$ cat config.mk
export PLATFORM = sky130hd
export DESIGN_NAME = spi_txn_arbiter
export DESIGN_NICKNAME = d
export VERILOG_FILES = /design/src/rtl/spi_arb_pkg.sv /design/src/rtl/spi_rr_pick.sv /design/src/rtl/spi_txn_arbiter.sv
export SDC_FILE = /design/constraint.sdc
export NUM_CORES = 1
export LEC_CHECK = 0
export CAP_MARGIN = 10
export CORE_AREA = 2 2 80 82
export DETAILED_ROUTE_END_ITERATION = 16
export DIE_AREA = 0 0 82 84
export SYNTH_ARGS = -nofsm -noshare
export SYNTH_HDL_FRONTEND = slang
export SYNTH_SLANG_ARGS = --single-unit
$ cat constraint.sdc
create_clock -name clk -period 2.45 [get_ports clk]
set_clock_uncertainty 0.05 [all_clocks]
set_input_delay 0.3675 -clock clk [delete_from_list [all_inputs] [get_ports clk]]
set_output_delay 0.3675 -clock clk [all_outputs]
set_load 0.005 [all_outputs]
$ cat src/rtl/spi_arb_pkg.sv
// Shared state encoding and widths for the SPI transaction arbiter.
package spi_arb_pkg;

    localparam int BYTE_W   = 8;
    localparam int PH_CNT_W = 8;   // CS setup/hold phase counter
    localparam int TO_CNT_W = 16;  // WAIT timeout counter

    typedef enum logic [2:0] {
        ST_IDLE    = 3'd0,
        ST_SETUP   = 3'd1,
        ST_START   = 3'd2,
        ST_WAIT    = 3'd3,
        ST_HOLD    = 3'd4,
        ST_RELEASE = 3'd5
    } state_e;

    // One-hot select for up to eight requesters.
    function automatic logic [7:0] idx_to_sel(input logic [2:0] idx);
        return 8'b1 << idx;
    endfunction

endpackage

$ cat src/rtl/spi_rr_pick.sv
// Combinational round-robin chooser: first active request after ptr_i, wrapping.
module spi_rr_pick #(
    parameter int N_REQ = 4,
    parameter int IDX_W = 2
) (
    input  logic [N_REQ-1:0] req_i,
    input  logic [IDX_W-1:0] ptr_i,
    output logic             valid_o,
    output logic [IDX_W-1:0] idx_o
);

    logic [IDX_W-1:0] cand;

    // NOTE: every output of a combinational block gets a default first, so no latch is inferred.
    always_comb begin
        valid_o = 1'b0;
        idx_o   = '0;
        cand    = '0;
        // Walk from the farthest candidate to the nearest so the nearest hit wins.
        for (int k = N_REQ; k >= 1; k--) begin
            cand = IDX_W'((int'(ptr_i) + k) % N_REQ);
            if (req_i[cand]) begin
                valid_o = 1'b1;
                idx_o   = cand;
            end
        end
    end

endmodule

$ cat src/rtl/spi_txn_arbiter.sv
// Shares one byte-wide SPI master among N_REQ round-robin requesters.
// Define SPI_ARB_TIMEOUT_EN to abort a WAIT after TIMEOUT cycles with an err pulse.
module spi_txn_arbiter
    import spi_arb_pkg::*;
#(
    parameter int N_REQ    = 4,
    parameter int CS_SETUP = 2,
    parameter int CS_HOLD  = 1,
    parameter int TIMEOUT  = 1024
) (
    input  logic                    clk,
    input  logic                    rst,
    input  logic [N_REQ-1:0]        req,
    input  logic [BYTE_W*N_REQ-1:0] tx_data,
    output logic [N_REQ-1:0]        ack,
    output logic [N_REQ-1:0]        err,
    output logic [BYTE_W-1:0]       rx_data,
    output logic [N_REQ-1:0]        cs_n,
    output logic                    m_start,
    output logic [BYTE_W-1:0]       m_tx,
    input  logic                    m_busy,
    input  logic                    m_done,
    input  logic [BYTE_W-1:0]       m_rx
);

    localparam int IDX_W = $clog2(N_REQ);
    localparam logic [PH_CNT_W-1:0] SETUP_LAST = PH_CNT_W'(CS_SETUP - 1);
    localparam logic [PH_CNT_W-1:0] HOLD_LAST  = PH_CNT_W'(CS_HOLD - 1);

    state_e              state_q;
    logic [IDX_W-1:0]    ptr_q;
    logic [IDX_W-1:0]    win_q;
    logic [PH_CNT_W-1:0] ph_cnt_q;
    logic [N_REQ-1:0]    cs_n_q;
    logic [N_REQ-1:0]    ack_q;
    logic                m_start_q;
    logic [BYTE_W-1:0]   m_tx_q;
    logic [BYTE_W-1:0]   rx_data_q;

    logic                pick_valid;
    logic [IDX_W-1:0]    pick_idx;
    logic [N_REQ-1:0]    pick_sel_d;
    logic [N_REQ-1:0]    win_sel_d;

    spi_rr_pick #(
        .N_REQ (N_REQ),
        .IDX_W (IDX_W)
    ) u_pick (
        .req_i   (req),
        .ptr_i   (ptr_q),
        .valid_o (pick_valid),
        .idx_o   (pick_idx)
    );

    assign pick_sel_d = N_REQ'(idx_to_sel(3'(pick_idx)));
    assign win_sel_d  = N_REQ'(idx_to_sel(3'(win_q)));

`ifdef SPI_ARB_TIMEOUT_EN
    localparam logic [TO_CNT_W-1:0] TO_LAST = TO_CNT_W'(TIMEOUT - 1);
    logic [TO_CNT_W-1:0] to_cnt_q;
    logic [N_REQ-1:0]    err_q;
    assign err = err_q;
`else
    assign err = '0;
`endif

    // NOTE: all state uses non-blocking assignments so every register samples pre-edge values.
    always_ff @(posedge clk) begin
        if (rst) begin
            state_q   <= ST_IDLE;
            ptr_q     <= IDX_W'(N_REQ - 1);
            win_q     <= '0;
            ph_cnt_q  <= '0;
            cs_n_q    <= '1;
            ack_q     <= '0;
            m_start_q <= 1'b0;
            m_tx_q    <= '0;
            rx_data_q <= '0;
`ifdef SPI_ARB_TIMEOUT_EN
            to_cnt_q  <= '0;
            err_q     <= '0;
`endif
        end else begin
            // NOTE: pulse outputs default low each cycle, so they can never stretch past one.
            ack_q     <= '0;
            m_start_q <= 1'b0;
`ifdef SPI_ARB_TIMEOUT_EN
            err_q     <= '0;
`endif
            case (state_q)
                ST_IDLE: begin
                    if (pick_valid) begin
                        win_q    <= pick_idx;
                        m_tx_q   <= tx_data[pick_idx*BYTE_W +: BYTE_W];
                        cs_n_q   <= ~pick_sel_d;
                        ph_cnt_q <= '0;
                        state_q  <= ST_SETUP;
                    end
                end
                ST_SETUP: begin
                    if (ph_cnt_q == SETUP_LAST) state_q  <= ST_START;
                    else                        ph_cnt_q <= ph_cnt_q + PH_CNT_W'(1);
                end
                ST_START: begin
                    if (!m_busy) begin
                        m_start_q <= 1'b1;
                        state_q   <= ST_WAIT;
`ifdef SPI_ARB_TIMEOUT_EN
                        to_cnt_q  <= '0;
`endif
                    end
                end
                ST_WAIT: begin
                    if (m_done) begin
                        rx_data_q <= m_rx;
                        ph_cnt_q  <= '0;
                        state_q   <= ST_HOLD;
                    end
`ifdef SPI_ARB_TIMEOUT_EN
                    // Abandoned transfer skips HOLD and reports err instead of ack.
                    else if (to_cnt_q == TO_LAST) begin
                        rx_data_q <= '0;
                        err_q     <= win_sel_d;
                        cs_n_q    <= '1;
                        state_q   <= ST_RELEASE;
                    end else begin
                        to_cnt_q  <= to_cnt_q + TO_CNT_W'(1);
                    end
`endif
                end
                ST_HOLD: begin
                    if (ph_cnt_q == HOLD_LAST) begin
                        ack_q   <= win_sel_d;
                        cs_n_q  <= '1;
                        state_q <= ST_RELEASE;
                    end else begin
                        ph_cnt_q <= ph_cnt_q + PH_CNT_W'(1);
                    end
                end
                ST_RELEASE: begin
                    ptr_q   <= win_q;
                    state_q <= ST_IDLE;
                end
                default: state_q <= ST_IDLE;
            endcase
        end
    end

    assign ack     = ack_q;
    assign cs_n    = cs_n_q;
    assign m_start = m_start_q;
    assign m_tx    = m_tx_q;
    assign rx_data = rx_data_q;

endmodule

# [Yosys cells after proc, flatten, opt, wreduce, memory -nomap -nowiden]
# Cells that the tools add are included.
[word_totals] input_bits=48 word_cells=80 reg_bits=40 out_inout_bits=29
[classes] n_mux=31 bitwise=4 n_reduce_logical=11 n_eq_ne=13 n_shift=3 order_cmp=4 add_sub_neg=5
[op_table] operator="2-to-1 mux 8 bit" count=4
[op_table] operator="one-hot mux 8 bit (4 select lines)" count=1
[op_table] operator="indexed part select 32 x 6 -> 8 bit" count=1
[op_table] operator="2-to-1 mux 3 bit" count=5
[op_table] operator="one-hot mux 3 bit (5 select lines)" count=1
[op_table] operator="inequality test 2 bit, second input constant" count=7
[op_table] operator="< comparator 2 x 3 -> 1 bit, second input constant" count=4
[op_table] operator="AND reduction 5 bit" count=2
[op_table] operator="2-to-1 mux 1 bit" count=9
[op_table] operator="adder 8 x 1 -> 8 bit, second input constant" count=1
[op_table] operator="binary-select mux 1 bit (select 2 bit)" count=4
[op_table] operator="== test 8 x 1 -> 1 bit, second input constant" count=1
[op_table] operator="logical NOT 8 bit" count=1
[op_table] operator="2-to-1 mux 2 bit" count=4
[op_table] operator="2-to-1 mux 4 bit" count=2
[op_table] operator="one-hot mux 4 bit (2 select lines)" count=1
[op_table] operator="left shift 1 x 2 -> 4 bit, first input constant" count=2
[op_table] operator="== test 3 x 2 -> 1 bit, second input constant" count=2
[op_table] operator="== test 3 bit, second input constant" count=2
[op_table] operator="adder 2 x 1 -> 2 bit, second input constant" count=2
[op_table] operator="adder 2 bit, second input constant" count=2
[op_table] operator="NOT 4 bit" count=1
[op_table] operator="AND reduction 2 bit" count=2
[op_table] operator="nonzero test 4 bit" count=1
[op_table] operator="7 further kinds" count=9

# [Depth between registers and ports, before layout]
[depth] ltp_word=11 depth_mapped=7 mapped_depth_nobuf=7

# [Cells and area by module]
# A second synthesis with hierarchy kept.
[hier_totals] hier_cells=233 hier_area_um2=2030.7
[by_module_without_submodules] module="spi_txn_arbiter" cells_per_inst=219 instances=1 area_per_inst_um2=1939.4 seq_area_each_um2=800.8
[by_module_without_submodules] module="spi_rr_pick" cells_per_inst=14 instances=1 area_per_inst_um2=91.3 seq_area_each_um2=0.0

# [Least setup slack after synthesis]
# No wires, ideal clock.
[synth_path] path_kind="register to register" start="register ph_cnt_q[0]" end="register ph_cnt_q[0]" period_less_slack_ns=1.736 path_slack_ns=0.714 setup_time_ns=0.128 t_required_ns=2.272 stages_incl_launch_ff=8 arrival_ns=1.558 path_buffers=0 path_cell_list="dfxtp_1 -> inv_1 -> ha_1 -> and2_1 -> o211ai_1 -> o2111a_1 -> mux2_2 -> nor2_1"
[synth_via] elab_chain_len=3 elab_cells_between_ends=9 classes_between="add/sub: 1; eq/ne: 3; mux: 3; reduce/logical: 2"
[synth_rtl] element="start, declared" line_no="spi_txn_arbiter.sv:33" text="logic [PH_CNT_W-1:0] ph_cnt_q;"
[synth_rtl] element="start signal, assigned" line_no="spi_txn_arbiter.sv:102" text="else ph_cnt_q <= ph_cnt_q + PH_CNT_W'(1);"
[synth_rtl] element="start signal, assigned" line_no="spi_txn_arbiter.sv:137" text="ph_cnt_q <= ph_cnt_q + PH_CNT_W'(1);"
[synth_rtl] element="adder 8 x 1 -> 8 bit (tied with other cells)" line_no="spi_txn_arbiter.sv:102, spi_txn_arbiter.sv:137"
[synth_rtl] element="2-to-1 mux 8 bit (tied with other cells)" line_no="spi_txn_arbiter.sv:132" text="if (ph_cnt_q == HOLD_LAST) begin"
[synth_rtl] element="one-hot mux 8 bit (4 select lines) / AND reduction 5 bit (equally long branches)"
# Several ways; a longest one is shown, not always the timed one. The select of a mux whose other input is x is not followed.
# A chain may end at the register's enable or synchronous reset.

# [Final worst setup path]
[layout_path] start="input req[3]" end="register m_tx_q[5], in the netlist m_tx[5]"
[layout_via] elab_chain_len=7 elab_cells_between_ends=18 classes_between="shift: 1; mux: 16; reduce/logical: 1"
[layout_rtl] element="start, declared" line_no="spi_txn_arbiter.sv:13" text="input logic [N_REQ-1:0] req,"
[layout_rtl] element="binary-select mux 1 bit (select 2 bit)" line_no="spi_rr_pick.sv:22" text="if (req_i[cand]) begin"
[layout_rtl] element="2-to-1 mux 1 bit (implied by the code)" line_no="spi_rr_pick.sv:22"
[layout_rtl] element="2-to-1 mux 2 bit / 2-to-1 mux 1 bit (equally long branches) (4 in a row)" line_no="spi_rr_pick.sv:22"
[layout_rtl] element="indexed part select 32 x 6 -> 8 bit / AND reduction 2 bit (equally long branches)"
[layout_rtl] element="end signal, assigned" line_no="spi_txn_arbiter.sv:94" text="m_tx_q <= tx_data[pick_idx*BYTE_W +: BYTE_W];"
[layout_rtl] element="end, declared" line_no="spi_txn_arbiter.sv:37" text="logic [BYTE_W-1:0] m_tx_q;"
# Several ways; a longest one is shown, not always the timed one. The select of a mux whose other input is x is not followed.

==> results.rst <==
.. list-table::
   :header-rows: 1

   * - Metric
     - Value
   * - Total number of vias
     - 1,893
   * - Overall Power
     - 1811 uW
   * - Synth Cell Area
     - 2041 um^2
   * - Slew margin rel.
     - 64.66%
   * - Die ar.
     - 6888 um^2
   * - Area after DPL
     - 2815 um^2
   * - Category of the critical setup timing path
     - input port to register
   * - Ratio of cells with drive above 1 in the final layout
     - 5.980%
   * - Core Footprint
     - 6096 um^2
   * - Number of enable-type register cells in the synthesized netlist
     - 0
   * - Worst IR drop on VDD
     - 0.3397 mV
   * - IO buf count
     - 72
   * - Remaining antenna violation count
     - 0
   * - Count of routing violations after the opening detailed-route iteration
     - 81
   * - Clock-pin slew on the worst setup and hold paths
     - 0.08 ns
   * - Async set or reset register ratio after synthesis
     - 0%
   * - Detail-routed via count per cell
     - 5.008
   * - Max-slew violation total from the final report
     - 0
   * - Sum Neg Setup Slack
     - 0 ns
   * - Max H-tree Level
     - 2
   * - Horiz. Die Dim
     - 82 um
   * - CTS resizes
     - 0
   * - Final WS setup
     - 0.3968 ns
   * - Routed WL per cell
     - 13.47 um
   * - Global-route total usage across every layer
     - 15.50%
   * - First-pass GRT wire length
     - 8.390 mm
   * - Outcome
     - finished, final reports clean
   * - Leakage power total
     - 0.001132 uW
   * - Power per cell area
     - 626.0 nW/um^2
   * - Arrival @ worst endpoint
     - 2.16 ns
   * - Post-synthesis cell type count
     - 47
   * - Synth warnings
     - 0
   * - Sequential-to-total area share from yosys stat
     - 39.24%
   * - Count of boundary I/O pins
     - 77
   * - Prevailing post-synth register cell
     - dfxtp_1
   * - CP startpoint kind
     - input port
   * - Class of the tightest hold or removal check
     - register to register
   * - GP Congestion
     - 0.7440
   * - TritonCTS Sinks
     - 40
   * - Number of synthesized register bits
     - 40
   * - Remaining DRCs
     - 0
   * - Final hold violations
     - 0
   * - Post-Synthesis Mean Instance Area
     - 8.834 um^2
   * - Worst setup EP type
     - register
   * - Crit path required time
     - 2.56 ns
   * - Hold bufs inserted after CTS
     - 0
   * - Setup repair bufs after CTS
     - 0
   * - Endpoints failing setup
     - 0
   * - Final Critical Period
     - 2.053 ns
   * - Vertical die dimension
     - 84 um
   * - Initial antenna violation count
     - 0
   * - Site row count
     - 29
   * - Detailed Route WL
     - 5.091 mm
   * - Maximum number of pins on one net before global-route repair
     - 35
   * - Max capacitance violation total
     - 0
   * - Final worst-path cycle share
     - 83.80%
   * - Worst-Margin Slew
     - 0.5281 ns
   * - Cell count after synthesis
     - 231
   * - Placement-stage worst setup slack
     - 0.08686 ns
   * - Unrepaired setup endpoints after global routing
     - no
   * - Filler cells
     - 613
   * - First-pass detailed-route iteration total
     - 4
   * - CTS tree
     - built
   * - Final instance area
     - 2893 um^2
   * - Antenna diode count
     - 0
   * - Biggest fanout along the worst timing path
     - 9
   * - Grt total ovfl
     - 0
   * - Clk_lat worst skew
     - 0.29 ns
   * - Via count of the first global-routing pass
     - 1,749
   * - Initial Utilization
     - 33.48%
   * - Clock Path Buffers
     - 2
   * - Number of buffers added by the clock tree synthesis step
     - 5
   * - Area growth from synthesis to layout
     - 41.75%
   * - HPWL reported at the end of detailed placement
     - 3.755 mm
   * - Buffer cell driving the clock tree root
     - clkbuf_8
   * - Net count of the finished layout
     - 352
   * - Maximum clock frequency
     - 0.4870 GHz
==> critical path, cell delays in order <==
cell	delay, ns
clkdlybuf4s50_1	0.59
nor2b_1	0.20
a21oi_1	0.07
o221ai_2	0.40
nand2b_1	0.35
o221ai_1	0.18
==> cells in the final DEF (no fill, tap or decap), types with 2 or more instances in the layout <==
| master | n |
|---|---|
| clkdlybuf4s50_1 | 72 |
| dfxtp_1 | 40 |
| nand2_1 | 31 |
| mux2i_1 | 20 |
| nor2_1 | 17 |
| a21oi_1 | 14 |
| nand3_1 | 8 |
| nand3b_1 | 8 |
| nand2b_1 | 7 |
| o221ai_1 | 7 |
| a311oi_1 | 6 |
| inv_1 | 5 |
| clkbuf_8 | 5 |
| or3_1 | 4 |
| conb_1 | 4 |
| and3b_1 | 3 |
| o21bai_1 | 3 |
| nor3_1 | 3 |
| o21ai_0 | 3 |
| ha_1 | 3 |
| buf_4 | 3 |
| o211ai_1 | 2 |
| o221ai_2 | 2 |
| nor4_1 | 2 |
| nor3b_1 | 2 |
| and3_1 | 2 |
| a41oi_1 | 2 |
| a211oi_1 | 2 |
==> per-stage QoR <==
stage,util [%],instances,hold WS [ns]
floorplan,-,234,0.3946
global placement,46.18,371,0.3965
detailed placement,46.18,371,0.3990
CTS,47.45,378,0.4119
global route,47.45,378,0.4258
finish,47.45,378,0.4069
==> worst paths after layout <==
path / from / end / slack (ns) / depth (start not counted)
max: req[3] / m_tx[5]$_SDFFE_PP0P_ / 0.40 / 6
min: rx_data[1]$_SDFFE_PP0P_ / rx_data[1]$_SDFFE_PP0P_ / 0.41 / 2
max reg2reg: ph_cnt_q[0]$_SDFFE_PP0P_ / ph_cnt_q[0]$_SDFFE_PP0P_ / 0.43 / 7
min reg2reg: rx_data[1]$_SDFFE_PP0P_ / rx_data[1]$_SDFFE_PP0P_ / 0.41 / 2
==> sequential cells by signal, summed over array words and instances (netlist names) <==
| signal | flops |
|---|---|
| state_q | 3 |
| ptr_q | 2 |
| cs_n | 4 |
| ack | 4 |
| ph_cnt_q | 8 |
| win_q | 2 |
| rx_data | 8 |
| m_tx | 8 |
| m_start | 1 |
==> cell type report <==
cell class / count / area (um^2) / area share [%]
Multi-Input combinational cell: 173 / 1136 / 39.27
Timing Repair Buffer: 76 / 763.2 / 26.38
Sequential cell: 40 / 800.8 / 27.68
Inverter: 5 / 18.77 / 0.6488
Tap cell: 77 / 96.34 / 3.330
Clock buffer: 6 / 72.57 / 2.509
Clock inverter: 1 / 5.005 / 0.1730
==> cell families (layout without fill, tap and decap cells) <==
logic type	Yosys count	in the layout	share of synthesized area, %
other	1	4	0.1838
multiplexers	21	21	10.36
flip-flops	40	40	39.24
XOR/XNOR	1	1	0.4293
AND/OR/NAND/NOR	97	97	25.20
buffers and inverters	21	88	5.641
AO/OA/AOI/OAI	47	47	17.11
adder cells (fa/ha/maj)	3	3	1.840
==> cell usage after synthesis, types with 3 or more instances <==
library cell / n / share of area [%]
o221ai_1: 7 / 3.0
a311oi_1: 6 / 2.6
a21oi_1: 14 / 3.4
buf_4: 5 / 1.8
mux2i_1: 20 / 9.8
nor3_1: 3 / 0.74
nor2_1: 17 / 3.1
inv_1: 5 / 0.92
and3b_1: 3 / 1.3
nand3_1: 8 / 2.0
or3_1: 4 / 1.2
nand2b_1: 7 / 2.1
nand3b_1: 8 / 2.9
o21bai_1: 3 / 1.1
ha_1: 3 / 1.8
dfxtp_1: 40 / 39
clkbuf_1: 7 / 1.3
nand2_1: 31 / 5.7
o21ai_0: 3 / 0.74
==> power breakdown <==
| group | internal, uW | switching (uW) | leakage (uW) |
|---|---|---|---|
| Clock | 194 | 213 | 0.0000410 |
| Combinational | 315 | 290 | 0.000765 |
| Sequential | 722 | 76.7 | 0.000325 |
| Total | 1230 | 580 | 0.00113 |
==> layer usage <==
metal  share of wire (%)  vias up  GRT usage [%]
li1                    -      972              -
met1                  47      860          21.51
met2                  47       57          23.28
met3                 5.1        4          4.221
met4                 1.0        0          4.545
met5                   0        -              0
(Power assumes the default switching activity.)
==> edit: new RTL, same flow settings <==
The package constant `PH_CNT_W` goes from 8 to 12.
--- a/src/rtl/spi_arb_pkg.sv
+++ b/src/rtl/spi_arb_pkg.sv
@@ -2,7 +2,7 @@
 package spi_arb_pkg;
 
     localparam int BYTE_W   = 8;
-    localparam int PH_CNT_W = 8;   // CS setup/hold phase counter
+    localparam int PH_CNT_W = 12;   // CS setup/hold phase counter
     localparam int TO_CNT_W = 16;  // WAIT timeout counter
 
     typedef enum logic [2:0] {
Behaviour: no difference found for any inputs over 10 cycles, from zero or initial values and one cycle with rst high; that may be too few to reach the edited logic, so the function may still have changed.
==> edit against the unedited design <==
Cell area is 12% higher. Global-route usage increased by 1.4 points. Sequential cell count is 4 higher. Non-clock buffer count grew 5. Largest cell class unchanged. Combinational power is 32% higher. Routed wire length up 6.4%. Total power grew 25%. Fmax is 2.8% higher. Highest routed layer unchanged. Setup slack gained 0.055 ns. Critical endpoint is now m_tx[6]$_SDFFE_PP0P_. Core utilization rose by 5.6 points. Largest power group unchanged. Area after synthesis rose by 13%.
==> edit: results (changes against the unedited design) <==
The share of layout cells above drive strength 1 came out at 10.7% (was 5.98%). Result of the run: complete, no violations (unchanged). The DRC marker count from the first detailed-route iteration was 124 (was 81). The net switching power of the design is 729 uW (was 580 uW). The average via count per standard cell came to 4.92 (was 5.01). The adder and majority gate portion of the synthesized area is 1.63% (was 1.84%). Leading cell types by total area after synthesis: sky130_fd_sc_hd__dfxtp_1 (38%), sky130_fd_sc_hd__mux2i_1 (7.8%), sky130_fd_sc_hd__mux2_2 (4.4%) (was sky130_fd_sc_hd__dfxtp_1 (39%), sky130_fd_sc_hd__mux2i_1 (9.8%), sky130_fd_sc_hd__nand2_1 (5.7%)). Most frequent cells after synthesis: sky130_fd_sc_hd__dfxtp_1 (44), sky130_fd_sc_hd__nand2_1 (25), sky130_fd_sc_hd__nor2_1 (25), sky130_fd_sc_hd__mux2i_1 (18), sky130_fd_sc_hd__a21oi_1 (14) (was sky130_fd_sc_hd__dfxtp_1 (40), sky130_fd_sc_hd__nand2_1 (31), sky130_fd_sc_hd__mux2i_1 (20), sky130_fd_sc_hd__nor2_1 (17), sky130_fd_sc_hd__a21oi_1 (14)). The maximum number of pins on one net before global-route repair came out at 33 (was 35). The worst ir drop on vdd came out at 0.000282 V (was 0.000340 V). The combined global-route utilization of all metal layers is 16.9% (was 15.5%). The worst-case hold slack came out at 0.405 ns (was 0.407 ns). The number of filler instances in the final layout came out at 590 (was 613). The critical-path maximum fanout came to 18 (was 9). The net count reported at finish is 387 (was 352). The compound-cell area share of the yosys netlist is 11.8% (was 17.1%).

The arrival time reported for the critical path endpoint is 2.18 ns (was 2.16 ns). The vias after detailed routing is 2035 (was 1893). The startpoint of the tightest hold check path is rx_data[6]$_SDFFE_PP0P_ (was rx_data[1]$_SDFFE_PP0P_). The delay of the slowest cell on the worst path is 0.49 ns (was 0.59 ns).

The met3 track demand over resource is 5.95% (was 4.22%). The xor and xnor fraction of the mapped netlist area is 4.20% (was 0.429%). The total met3 wirelength after detailed routing is 420 um (was 259 um). The post-route met1 wirelength came out at 2550 um (was 2400 um). The slew at the pin closest to its max-slew limit is 0.561 ns (was 0.528 ns). The half-perimeter wire length of the detailed placement result is 3950 um (was 3750 um). The post-synthesis mux area share came out at 12.3% (was 10.4%). The maximum clock frequency is 0.500 GHz (was 0.487 GHz). The static leakage is 0.00118 uW (was 0.00113 uW). The cell area after placement is 3120 um^2 (was 2820 um^2).

The launch point of the worst reg-to-reg path is ph_cnt_q[7]$_SDFFE_PP0P_ (was ph_cnt_q[0]$_SDFFE_PP0P_). The synthesized area per cell came to 8.70 um^2 (was 8.83 um^2). The met2 track demand over resource in global routing came to 25.2% (was 23.3%). The met1 global-route usage is 22.8% (was 21.5%). The worst setup slack before clock tree synthesis is 0.114 ns (was 0.0869 ns).

The setup slack of the worst register-to-register path is 0.48 ns (was 0.43 ns). The first element of the critical path is req[1] (was req[3]). The depth of the most critical reg-to-reg path is 4 (was 7).
[edit: worst max-delay path, delay by kind of cell]
kind	cells	cell delay, ns
buffers and inverters	2	0.70
AOI/OAI and AO/OA	2	0.46
muxes	2	0.34
and+or+nand+nor	1	0.30
[edit: layout make-up]
cell class	count	area [um^2]	share of cell area (%)
Inverter	5	18.8	0.581
Multi-Input combinational cell	199	1320	40.8
Clock inverter	3	46.3	1.43
Clock buffer	5	68.8	2.13
Sequential cell	44	881	27.3
Tap cell	77	96.3	2.98
Timing Repair Buffer	81	801	24.8
[edit: kinds of logic after synthesis]
group | count (synthesis)
adders and majority gates | 3
DFF | 44
buffers and inverters | 24
xor gates and xnor gates | 11
muxes | 27
AOI/OAI and AO/OA | 39
other | 1
and+or+nand+nor | 115
[edit: power by group through the flow]
stage          Sequential [uW]  Clock, uW  Combinational, uW
2_1_floorplan              878          0                475
3_3_place_gp               916          0                797
3_5_place_dp               915          0                798
4_1_cts                    900        591                802
5_1_grt                    919        618                883
6_report                   901        572                796
